<file path="src/rtl/apb_req_arbiter.sv">
// -----------------------------------------------------------------------------
// apb_req_arbiter
//
// Round-robin arbiter that funnels NUM_REQ requesters onto a single APB master.
// The winner's address/direction/write data are latched when it is granted and
// held until the transfer completes (PSEL & PENABLE & PREADY seen in BUSY).
// The completed transfer's read data and error are captured and held until the
// next completion.
//
// Optional feature: define APB_ARB_TIMEOUT_EN to add a BUSY watchdog. After
// TIMEOUT_CYCLES cycles in BUSY without completion, the transfer is closed with
// done pulsed, req_slverr=1 and req_rdata=0.
//
// Ports
//   PCLK, PRESETn        clock, asynchronous active-low reset
//   req/req_addr/req_wr/req_wdata   per-requester request and transfer fields
//   gnt, done            one-hot grant (held) and one-cycle completion pulse
//   req_rdata, req_slverr  result of the last completed transfer
//   busy                 high while a transfer is being issued or in flight
//   start_transfer, addr, wr, wdata   command to the APB master
//   rdata, slverr        response from the APB master
//   PSEL, PENABLE, PREADY   APB bus taps used for completion detection
// -----------------------------------------------------------------------------
module apb_req_arbiter #(
   parameter int ADDR_WIDTH     = 32,
   parameter int DATA_WIDTH     = 32,
   parameter int NUM_REQ        = 4,
   parameter int TIMEOUT_CYCLES = 64
) (
   input  logic                          PCLK,
   input  logic                          PRESETn,
   input  logic [NUM_REQ-1:0]            req,
   input  logic [NUM_REQ*ADDR_WIDTH-1:0] req_addr,
   input  logic [NUM_REQ-1:0]            req_wr,
   input  logic [NUM_REQ*DATA_WIDTH-1:0] req_wdata,
   output logic [NUM_REQ-1:0]            gnt,
   output logic [NUM_REQ-1:0]            done,
   output logic [DATA_WIDTH-1:0]         req_rdata,
   output logic                          req_slverr,
   output logic                          busy,
   output logic                          start_transfer,
   output logic [ADDR_WIDTH-1:0]         addr,
   output logic                          wr,
   output logic [DATA_WIDTH-1:0]         wdata,
   input  logic [DATA_WIDTH-1:0]         rdata,
   input  logic                          slverr,
   input  logic                          PSEL,
   input  logic                          PENABLE,
   input  logic                          PREADY
);

   localparam int IW = $clog2(NUM_REQ);

   if (NUM_REQ < 2 || NUM_REQ > 8 || TIMEOUT_CYCLES < 1) begin : g_bad_param
      $error("apb_req_arbiter: illegal parameter value");
   end

   typedef enum logic [1:0] {IDLE, ISSUE, BUSY} state_t;

   state_t          state_reg;
   logic [IW-1:0]   last_reg;   // index of the most recently completed requester
   logic [IW-1:0]   cur_reg;    // index of the requester currently granted

   // Unpacked views of the packed requester buses
   logic [ADDR_WIDTH-1:0] addr_arr  [NUM_REQ];
   logic [DATA_WIDTH-1:0] wdata_arr [NUM_REQ];

   for (genvar gi = 0; gi < NUM_REQ; gi++) begin : g_unpack
      assign addr_arr[gi]  = req_addr[gi*ADDR_WIDTH +: ADDR_WIDTH];
      assign wdata_arr[gi] = req_wdata[gi*DATA_WIDTH +: DATA_WIDTH];
   end

   // Round-robin search starting just after the last served requester
   logic [IW-1:0] win_next;
   logic          win_valid;
   logic [IW-1:0] idx_w;

   always_comb begin
      win_next  = '0;
      win_valid = 1'b0;
      idx_w     = '0;
      for (int k = 1; k <= NUM_REQ; k++) begin
         idx_w = IW'((int'(last_reg) + k) % NUM_REQ);
         if (!win_valid && req[idx_w]) begin
            win_next  = idx_w;
            win_valid = 1'b1;
         end
      end
   end

   logic apb_done;
   assign apb_done = PSEL & PENABLE & PREADY;

`ifdef APB_ARB_TIMEOUT_EN
   localparam int CW = $clog2(TIMEOUT_CYCLES + 1);
   logic [CW-1:0] tmo_cnt_reg;
`endif

   always_ff @(posedge PCLK or negedge PRESETn) begin
      if (!PRESETn) begin
         state_reg      <= IDLE;
         last_reg       <= IW'(NUM_REQ - 1);
         cur_reg        <= '0;
         gnt            <= '0;
         done           <= '0;
         req_rdata      <= '0;
         req_slverr     <= 1'b0;
         busy           <= 1'b0;
         start_transfer <= 1'b0;
         addr           <= '0;
         wr             <= 1'b0;
         wdata          <= '0;
`ifdef APB_ARB_TIMEOUT_EN
         tmo_cnt_reg    <= '0;
`endif
      end else begin
         // Pulses default low every cycle
         done           <= '0;
         start_transfer <= 1'b0;
         case (state_reg)
            IDLE: begin
               if (win_valid) begin
                  state_reg      <= ISSUE;
                  cur_reg        <= win_next;
                  gnt            <= {{(NUM_REQ-1){1'b0}}, 1'b1} << win_next;
                  addr           <= addr_arr[win_next];
                  wr             <= req_wr[win_next];
                  wdata          <= wdata_arr[win_next];
                  start_transfer <= 1'b1;
                  busy           <= 1'b1;
               end
            end
            ISSUE: begin
               state_reg <= BUSY;
`ifdef APB_ARB_TIMEOUT_EN
               tmo_cnt_reg <= '0;
`endif
            end
            BUSY: begin
               if (apb_done) begin
                  state_reg     <= IDLE;
                  req_rdata     <= rdata;
                  req_slverr    <= slverr;
                  done[cur_reg] <= 1'b1;
                  gnt           <= '0;
                  busy          <= 1'b0;
                  last_reg      <= cur_reg;
               end
`ifdef APB_ARB_TIMEOUT_EN
               else if (tmo_cnt_reg == CW'(TIMEOUT_CYCLES - 1)) begin
                  // Watchdog expiry closes the transfer as an error
                  state_reg     <= IDLE;
                  req_rdata     <= '0;
                  req_slverr    <= 1'b1;
                  done[cur_reg] <= 1'b1;
                  gnt           <= '0;
                  busy          <= 1'b0;
                  last_reg      <= cur_reg;
               end else begin
                  tmo_cnt_reg <= tmo_cnt_reg + 1'b1;
               end
`endif
            end
            default: state_reg <= IDLE;
         endcase
      end
   end

endmodule
</file>
<file path="config.mk">
export PLATFORM = sky130hd
export DESIGN_NAME = apb_req_arbiter
export DESIGN_NICKNAME = d
export VERILOG_FILES = /design/src/rtl/apb_req_arbiter.sv
export SDC_FILE = /design/constraint.sdc
export NUM_CORES = 1
export LEC_CHECK = 0
export CAP_MARGIN = 25
export CELL_PAD_IN_SITES_DETAIL_PLACEMENT = 2
export CELL_PAD_IN_SITES_GLOBAL_PLACEMENT = 2
export CORE_ASPECT_RATIO = 1.4
export CORE_UTILIZATION = 18
export CTS_CLUSTER_DIAMETER = 30
export DETAILED_ROUTE_END_ITERATION = 16
export PLACE_DENSITY = 0.77
export SETUP_SLACK_MARGIN = 0.3
export SLEW_MARGIN = 5
export SYNTH_ARGS = -nofsm -noshare
export SYNTH_HDL_FRONTEND = slang
export SYNTH_SLANG_ARGS = --single-unit
</file>
<file path="constraint.sdc">
create_clock -name PCLK -period 1.8 [get_ports PCLK]
set_clock_uncertainty 0.1 [all_clocks]
set_input_delay 0.45 -clock PCLK [delete_from_list [all_inputs] [get_ports PCLK]]
set_output_delay 0.45 -clock PCLK [all_outputs]
set_load 0.01 [all_outputs]
</file>
==> implementation parameters, run 1 <==
Parameter                              Value

Status
  Result of the run    finished, violations left
  Failing checks    setup timing

Synth
  Gate count of the mapped netlist    around 660
  Area fraction of the dominant cell type after synthesis    43.18%
  Syn_area_per_cell    approximately 10 um2
  Leading area contributor after synthesis    sky130_fd_sc_hd__dfrtp_1
  Unique cell type count in the Yosys netlist    36
  Yosys reg bits    about 110
  Post-synth net total    about 960
  Sequential cell area fraction in the yosys report    43.99%
  Top cells by area, synth    sky130_fd_sc_hd__dfrtp_1, sky130_fd_sc_hd__a221oi_2, sky130_fd_sc_hd__mux2i_1
  Warnings from Yosys    0
  Syn Std Cell Area    ~6500 um2

Worst setup path
  Cell seen most often among critical-path stages    sky130_fd_sc_hd__buf_12
  Series of cell instances along the critical path    nand2b_4 > a21oi_2 > nor3_4 > buf_12 > buf_16 > buf_12 > mux2i_4 > o22ai_2
  Critical path start-end classification    reg2reg
  Kind of cell adding the most delay to the critical path    flip-flops
  Number of buffers and inverters on the critical path    3
  Required @ worst endpoint    1.98 ns
  Biggest cell delay along the critical path    0.57 ns
  Arrival time at the worst endpoint    2.29 ns
  Critical path launch point type    register
  Slowest library cell on the worst path    sky130_fd_sc_hd__dfstp_2
  Max FO, Critical Path    11
  Type of element capturing the critical path    register

Die
  Die X-Extent    ~160 um
  Area of the die    about 37000 um2
  I/O pin count    slightly above 400
  Initial Util    18.40%
  Count of standard-cell rows    around 80
  Y dimension of the die    226.7 um
  Core outline area    35270 um2

Clocking
  Clock tree root driver cell    sky130_fd_sc_hd__clkbuf_16
  Number of levels the H-tree was split into    4
  CTS tree    yes
  Clock slew seen by the registers of the worst setup and hold paths    approximately 0.06 ns
  Clock Sink Count    between 100 and 150
  Clock Path Buffers    2
  Worst skew pair latency    ~0.43 ns
  Number of buffers created by CTS    17

Routing
  Routed via count divided by cell count    ~4.8
  Vias    8131
  Drc violations    0
  WL final    43.48 mm
  First-iteration detailed-routing DRC count    roughly 260
  Post-detailed-route count of antenna-violating nets    0
  Routed WL per cell    about 25 um
  Number of detailed-routing iterations run before antenna repair    4

Global routing
  Number of antenna violations at the first check in global routing    6
  Global-route congestion overflow total    0
  First-pass GRT wire length    59.11 mm
  Global router's overall resource usage    about 22%
  Largest net degree at the start of global routing    34
  Number of global-route vias before repair    slightly above 9000

Final layout
  Fin area    between 10000 and 15000 um2
  Proportion of layout cells with a drive suffix above 1    around two fifths
  Area Overhead vs Synth    126.5%
  Registers with the most flip-flops    addr (32), req_rdata (32), wdata (32)
  Final core utilization    between 40% and 50%
  Final Net Count    1538

Place
  Total placed instance area    roughly 12000 um2
  DPL Wire Length    26.35 mm
  RD Place Congestion    0.7939
  Number of port buffers    approximately 410

Power
  Leakage power summed over all cells    roughly 6.2 nW
  Proportion of power drawn by the clock network    around 14%
  Net switching power    roughly 0.01 W
  Int Pwr    roughly 0.015 W
  Largest voltage drop on the vdd net    approximately 630 uV
  Power density normalized to cell area    1705 nW/um2
  Combinational group share of total power    between 60% and 70%
  Sequential share of power    19.2%
  Fraction of power spent switching nets    between 40% and 50%

Timing
  Final max-slew violation count    0
  Final critical-path share of the clock period    116.7%
  Smallest setup slack after layout    -0.3009 ns
  RSZ-0062 raised after global routing    yes
  Fin. Hold Viols    0
  Max Fclk    0.4760 GHz
  Transition time at the pin with the least slew margin    between 0.4 and 0.5 ns
  Slew headroom    between 70 and 80%
  Time the worst path needs with I/O delays and setup    approximately 2.1 ns
  Total of endpoints with negative setup slack in the final report    about 70

Min path
  Class of the most critical hold timing path    reg2reg

Job
  Number of maximum-capacitance violations    0
[synthesized netlist by cell type, drive strengths merged]
library cell	n
dfrtp	112
nand2	108
nor2	73
o21ai	71
o22ai	66
a221oi	65
mux2i	65
buf	42
clkbuf	17
a22o	6
nand2b	6
a21oi	4
inv	4
nor3	3
dfstp	2
a211o	1
a211oi	1
a31oi	1
and3	1
mux2	1
nand3	1
nor2b	1
nor3b	1
o211a	1
o221a	1
o221ai	1
or2	1
[what timing repair did]
action                                  in CTS  in global routing
pin swaps                                   26                 32
hold buffers                                 1                  0
gates cloned                                20                  3
resized for setup                          613                130
hold endpoints to repair                    17                  0
setup buffers                               83                 38
endpoints found under the setup margin     204                215
[final cells by class]
class                      instances  area [um2]
fill                            3639       20570
timing repair buffer             620        6646
multi-input combinational        479        3994
sequential                       114        2855
tap                              456       570.5
clock buffer                      17       425.4
clock inverter                    15       171.4
inverter                           4       22.52
antenna                            6       15.01
[tightest hold or removal path: cells and delay by family, from the launching register on]
| family | cells | cell delay [ns] |
|---|---|---|
| flops | 1 | 0.35 |
| simple gates | 2 | 0.10 |
[power by group through the flow]
stage                     Clock (W)  Sequential (W)  Combinational, W
final                       0.00357         0.00482            0.0167
after global routing        0.00375         0.00493            0.0176
after CTS                   0.00365         0.00467            0.0149
after detailed placement          0         0.00474            0.0113
after global placement            0         0.00465            0.0109
after floorplan                   0         0.00509           0.00508
[cells in the final DEF, fill, tap and decap left out, types with 3 or more instances in the layout]
cell                                n
sky130_fd_sc_hd__diode_2            6
sky130_fd_sc_hd__clkbuf_16         19
sky130_fd_sc_hd__o21ai_0           65
sky130_fd_sc_hd__buf_12            34
sky130_fd_sc_hd__a221oi_1           5
sky130_fd_sc_hd__o22ai_1           59
sky130_fd_sc_hd__a221oi_2          46
sky130_fd_sc_hd__buf_4            130
sky130_fd_sc_hd__nand2_4           13
sky130_fd_sc_hd__nand2_2           28
sky130_fd_sc_hd__dfrtp_1          112
sky130_fd_sc_hd__buf_16            18
sky130_fd_sc_hd__buf_8              3
sky130_fd_sc_hd__mux2i_4            9
sky130_fd_sc_hd__mux2i_1           40
sky130_fd_sc_hd__inv_6              6
sky130_fd_sc_hd__nor2_1            67
sky130_fd_sc_hd__clkdlybuf4s50_1  293
sky130_fd_sc_hd__dlymetal6s2s_1     3
sky130_fd_sc_hd__o21ai_2            3
sky130_fd_sc_hd__bufbuf_16          5
sky130_fd_sc_hd__nand2b_4           4
sky130_fd_sc_hd__buf_2             35
sky130_fd_sc_hd__inv_1              3
sky130_fd_sc_hd__a22o_1             5
sky130_fd_sc_hd__nand2_1           67
sky130_fd_sc_hd__clkinvlp_4         4
sky130_fd_sc_hd__clkdlybuf4s15_2    4
sky130_fd_sc_hd__buf_6             92
sky130_fd_sc_hd__a221oi_4          14
sky130_fd_sc_hd__o21ai_1            3
sky130_fd_sc_hd__mux2i_2           16
sky130_fd_sc_hd__nor2_4             3
sky130_fd_sc_hd__o22ai_2            6
sky130_fd_sc_hd__nor2_2             3
[per-stage QoR]
stage	setup slack [ns]	instances	total power, W	TNS [ns]	hold slack, ns
after global placement	-0.7719	1528	0.01558	-50.90	0.3180
after floorplan	-0.01515	656	0.01018	-0.05671	0.05441
after detailed placement	-0.8052	1528	0.01602	-56.39	0.3323
final	-0.3009	1711	0.02507	-12.65	0.3824
after global routing	-0.3527	1711	0.02626	-16.81	0.4055
after CTS	-0.2425	1664	0.02321	-12.59	0.3804
[final timing paths]
check	from	end	slack, ns	depth (start not counted)
min in group asynchronous	PRESETn	addr[11]	0.41	2
worst min register to register	req_rdata[10]	req_rdata[10]	0.38	2
worst max register to register	last_reg[0]	wr	-0.30	8
worst max-delay path	last_reg[0]	wr	-0.30	8
worst min-delay path	req_rdata[10]	req_rdata[10]	0.38	2
max in group asynchronous	PRESETn	last_reg[0]	0.57	3
[kinds of logic (layout without fill, tap and decap cells)]
family                 count (synthesis)  count (layout)  share of synthesized area (%)
multiplexers                          66              66                          10.20
other                                  0               6                              0
buffers and inverters                 63             656                          5.667
AND/OR/NAND/NOR                      195             195                          12.03
flip-flops                           114             114                          43.99
AO/OA/AOI/OAI                        218             218                          28.12
[routing by layer]
metal,routed length [um],track usage [%]
met5,0,0
met4,1897,10.71
met3,2122,4.353
met2,23790,41.45
met1,15670,23.60
Power figures use the tool's default switching activity.
==> run 2, diff against run 1 <==
--- a/config.mk
+++ b/config.mk
@@ -8,11 +8,11 @@
 export CAP_MARGIN = 25
 export CELL_PAD_IN_SITES_DETAIL_PLACEMENT = 2
 export CELL_PAD_IN_SITES_GLOBAL_PLACEMENT = 2
-export CORE_ASPECT_RATIO = 1.4
-export CORE_UTILIZATION = 18
+export CORE_ASPECT_RATIO = 1.1
+export CORE_UTILIZATION = 20
 export CTS_CLUSTER_DIAMETER = 30
 export DETAILED_ROUTE_END_ITERATION = 16
-export PLACE_DENSITY = 0.77
+export PLACE_DENSITY = 0.81
 export SETUP_SLACK_MARGIN = 0.3
 export SLEW_MARGIN = 5
 export SYNTH_ARGS = -nofsm -noshare
==> constraint.sdc (replaced) <==
create_clock -name PCLK -period 2.34 [get_ports PCLK]
set_clock_uncertainty 0.1 [all_clocks]
set_input_delay 0.585 -clock PCLK [delete_from_list [all_inputs] [get_ports PCLK]]
set_output_delay 0.585 -clock PCLK [all_outputs]
set_load 0.01 [all_outputs]
==> run 2 against run 1 <==
Net effect:
- design area shrank 15%
- worst hold slack got worse by 0.31 ns
- power down 40%
- wire length decreased by 19%
- largest power group unchanged
- global-route usage is 1.4 points lower
- the flow now finishes without violations
- largest cell class unchanged
==> implementation parameters, run 2 (synthesis results as in run 1) <==
Parameter                              Value

Clocking
  Clock Sink Count    around 110
  Clock tree root driver cell    sky130_fd_sc_hd__clkbuf_16
  Number of buffers created by CTS    17
  Worst skew pair latency    0.41 ns
  CTS tree    yes
  Number of levels the H-tree was split into    4
  Hold buffers post-CTS    0
  Clock Path Buffers    2
  Clock slew seen by the registers of the worst setup and hold paths    roughly 0.060 ns

Routing
  Post-detailed-route count of antenna-violating nets    0
  First-iteration detailed-routing DRC count    roughly 280
  Vias    between 7000 and 8000
  Routed via count divided by cell count    4.807
  Drc violations    0
  WL final    approximately 35 mm
  Number of detailed-routing iterations run before antenna repair    6
  Routed WL per cell    approximately 23 um

Place
  Number of port buffers    409
  Instance count after placement with tap cells included    1471
  RD Place Congestion    roughly 0.79
  DPL Wire Length    around 25 mm

Final layout
  Final Net Count    ~1400
  Number of fill cells in the layout    3413
  Footprint of the flip-flops and latches    2855 um2
  Commonest non-fill, non-tap cell in the layout    sky130_fd_sc_hd__clkdlybuf4s50_1
  Non-filler instance count after layout    roughly 1500
  Final core utilization    39.43%
  Registers with the most flip-flops    addr (32), req_rdata (32), wdata (32)
  Area of combinational cells with multiple inputs    between 3000 and 4000 um2
  Area Overhead vs Synth    92.25%
  Proportion of layout cells with a drive suffix above 1    approximately 18%
  Commonest cells after routing, fill and taps aside    sky130_fd_sc_hd__clkdlybuf4s50_1, sky130_fd_sc_hd__dfrtp_1, sky130_fd_sc_hd__nand2_1

Power
  Leakage power summed over all cells    between 5 and 6 nW
  Largest voltage drop on the vdd net    roughly 530 uV
  Power density normalized to cell area    approximately 1200 nW/um2

Die
  Initial Util    between 20% and 30%
  Y dimension of the die    between 150 and 200 um
  Core outline area    about 32000 um2
  Die X-Extent    about 170 um
  I/O pin count    410
  Area of the die    33180 um2
  Count of standard-cell rows    between 60 and 70

Worst setup path
  Crit path capture    wdata[11]
  Arrival time at the worst endpoint    between 2 and 2.5 ns
  Crit path launch    last_reg[0]
  Critical path start-end classification    reg2reg
  R2r endpoint    wdata[11]
  Required @ worst endpoint    approximately 2.5 ns
  Type of element capturing the critical path    register
  Worst R2R Start    last_reg[0]
  Max FO, Critical Path    15
  R2R cell count    7
  Reg-to-reg slack, setup    0.30 ns
  Critical path launch point type    register

Global routing
  Global-route congestion overflow total    0
  Number of antenna violations at the first check in global routing    1
  Largest net degree at the start of global routing    between 60 and 70
  First-pass GRT wire length    between 50 and 60 mm
  Number of global-route vias before repair    about 8400
  Global router's overall resource usage    ~21%

Timing
  Final critical-path share of the clock period    approximately 87%
  Transition time at the pin with the least slew margin    0.3936 ns
  Max Fclk    between 0.4 and 0.5 GHz
  Total of endpoints with negative setup slack in the final report    0
  Time the worst path needs with I/O delays and setup    between 2 and 2.5 ns
  Slew headroom    approximately 74%
  Final max-slew violation count    0
  Fin. Hold Viols    0
  RSZ-0062 raised after global routing    yes

Status
  Result of the run    completed

Min path
  Class of the most critical hold timing path    in2async

Job
  Number of maximum-capacitance violations    0
## run 2: changes by cell type in the layout (fill, tap and decap cells not counted), moves of 12 or more
cell	previous run	this run
sky130_fd_sc_hd__buf_4	130	27
sky130_fd_sc_hd__nand2_1	67	108
sky130_fd_sc_hd__a221oi_4	14	0
sky130_fd_sc_hd__buf_6	92	5
sky130_fd_sc_hd__nand2_4	13	0
sky130_fd_sc_hd__dlymetal6s2s_1	3	32
sky130_fd_sc_hd__clkdlybuf4s50_1	293	313
sky130_fd_sc_hd__a221oi_2	46	58
sky130_fd_sc_hd__buf_12	34	19
sky130_fd_sc_hd__buf_2	35	0
sky130_fd_sc_hd__nand2_2	28	0
sky130_fd_sc_hd__dlygate4sd2_1	0	61
## run 2: power by group
group / switching, W / internal (W) / leakage (nW)
Clock: 0.00106 / 0.00152 / 0.264
Combinational: 0.00441 / 0.00447 / 3.81
Sequential: 0.000658 / 0.00294 / 1.32
## run 2: worst min-delay path by stage
stage	cells past startpoint	to	startpoint	slack (ns)
after floorplan	0	addr[0]	PRESETn	0.19
after global placement	2	req_rdata[20]	req_rdata[20]	0.36
after detailed placement	2	req_rdata[15]	req_rdata[15]	0.37
after CTS	2	gnt[0]	PRESETn	0.08
after global routing	2	gnt[0]	PRESETn	0.08
final	2	gnt[0]	PRESETn	0.07
## run 2: what timing repair did
action / CTS / global route
gates cloned: 5 / 0
pin swaps: 2 / 24
gates resized for setup: 89 / 64
buffers inserted: 10 / 3
setup endpoints to repair: 130 / 97
## run 2: cell type report
| class | instances | area share, % |
|---|---|---|
| Antenna cell | 1 | 0.02005 |
| Clock buffer | 20 | 3.660 |
| Clock inverter | 12 | 0.8723 |
| Inverter | 4 | 0.1805 |
| Multi-Input combinational cell | 479 | 27.78 |
| Sequential cell | 114 | 22.88 |
| Tap cell | 420 | 4.211 |
| Timing Repair Buffer | 472 | 40.39 |
## run 2: per-stage QoR
stage	setup slack (ns)	instance area, um2	hold WS, ns	power, W	TNS [ns]
after global placement	-0.3232	11360	0.3568	0.01157	-17.96
after CTS	0.3002	12210	0.08131	0.01507	0
after detailed placement	-0.4069	11360	0.3657	0.01193	-22.24
after floorplan	0.3187	6491	0.1894	0.007710	0
final	0.3010	12480	0.07198	0.01505	0
after global routing	0.2196	12480	0.08158	0.01603	0
## run 2: worst max-delay path, cell delays in order (launching register included)
cell                        delay (ns)
sky130_fd_sc_hd__dfstp_2          0.57
sky130_fd_sc_hd__nand2b_4         0.16
sky130_fd_sc_hd__a21oi_4          0.07
sky130_fd_sc_hd__nor3_4           0.20
sky130_fd_sc_hd__buf_12           0.16
sky130_fd_sc_hd__bufbuf_16        0.33
sky130_fd_sc_hd__mux2i_2          0.23
sky130_fd_sc_hd__o22ai_1          0.10
## run 2: layer usage
layer	vias to the layer above	part of all wire (%)	GRT usage, %
met4	0	1.9	5.263
met1	3701	38	23.09
li1	3300	-	-
met5	-	0	0
met2	279	53	38.69
met3	37	6.8	5.807
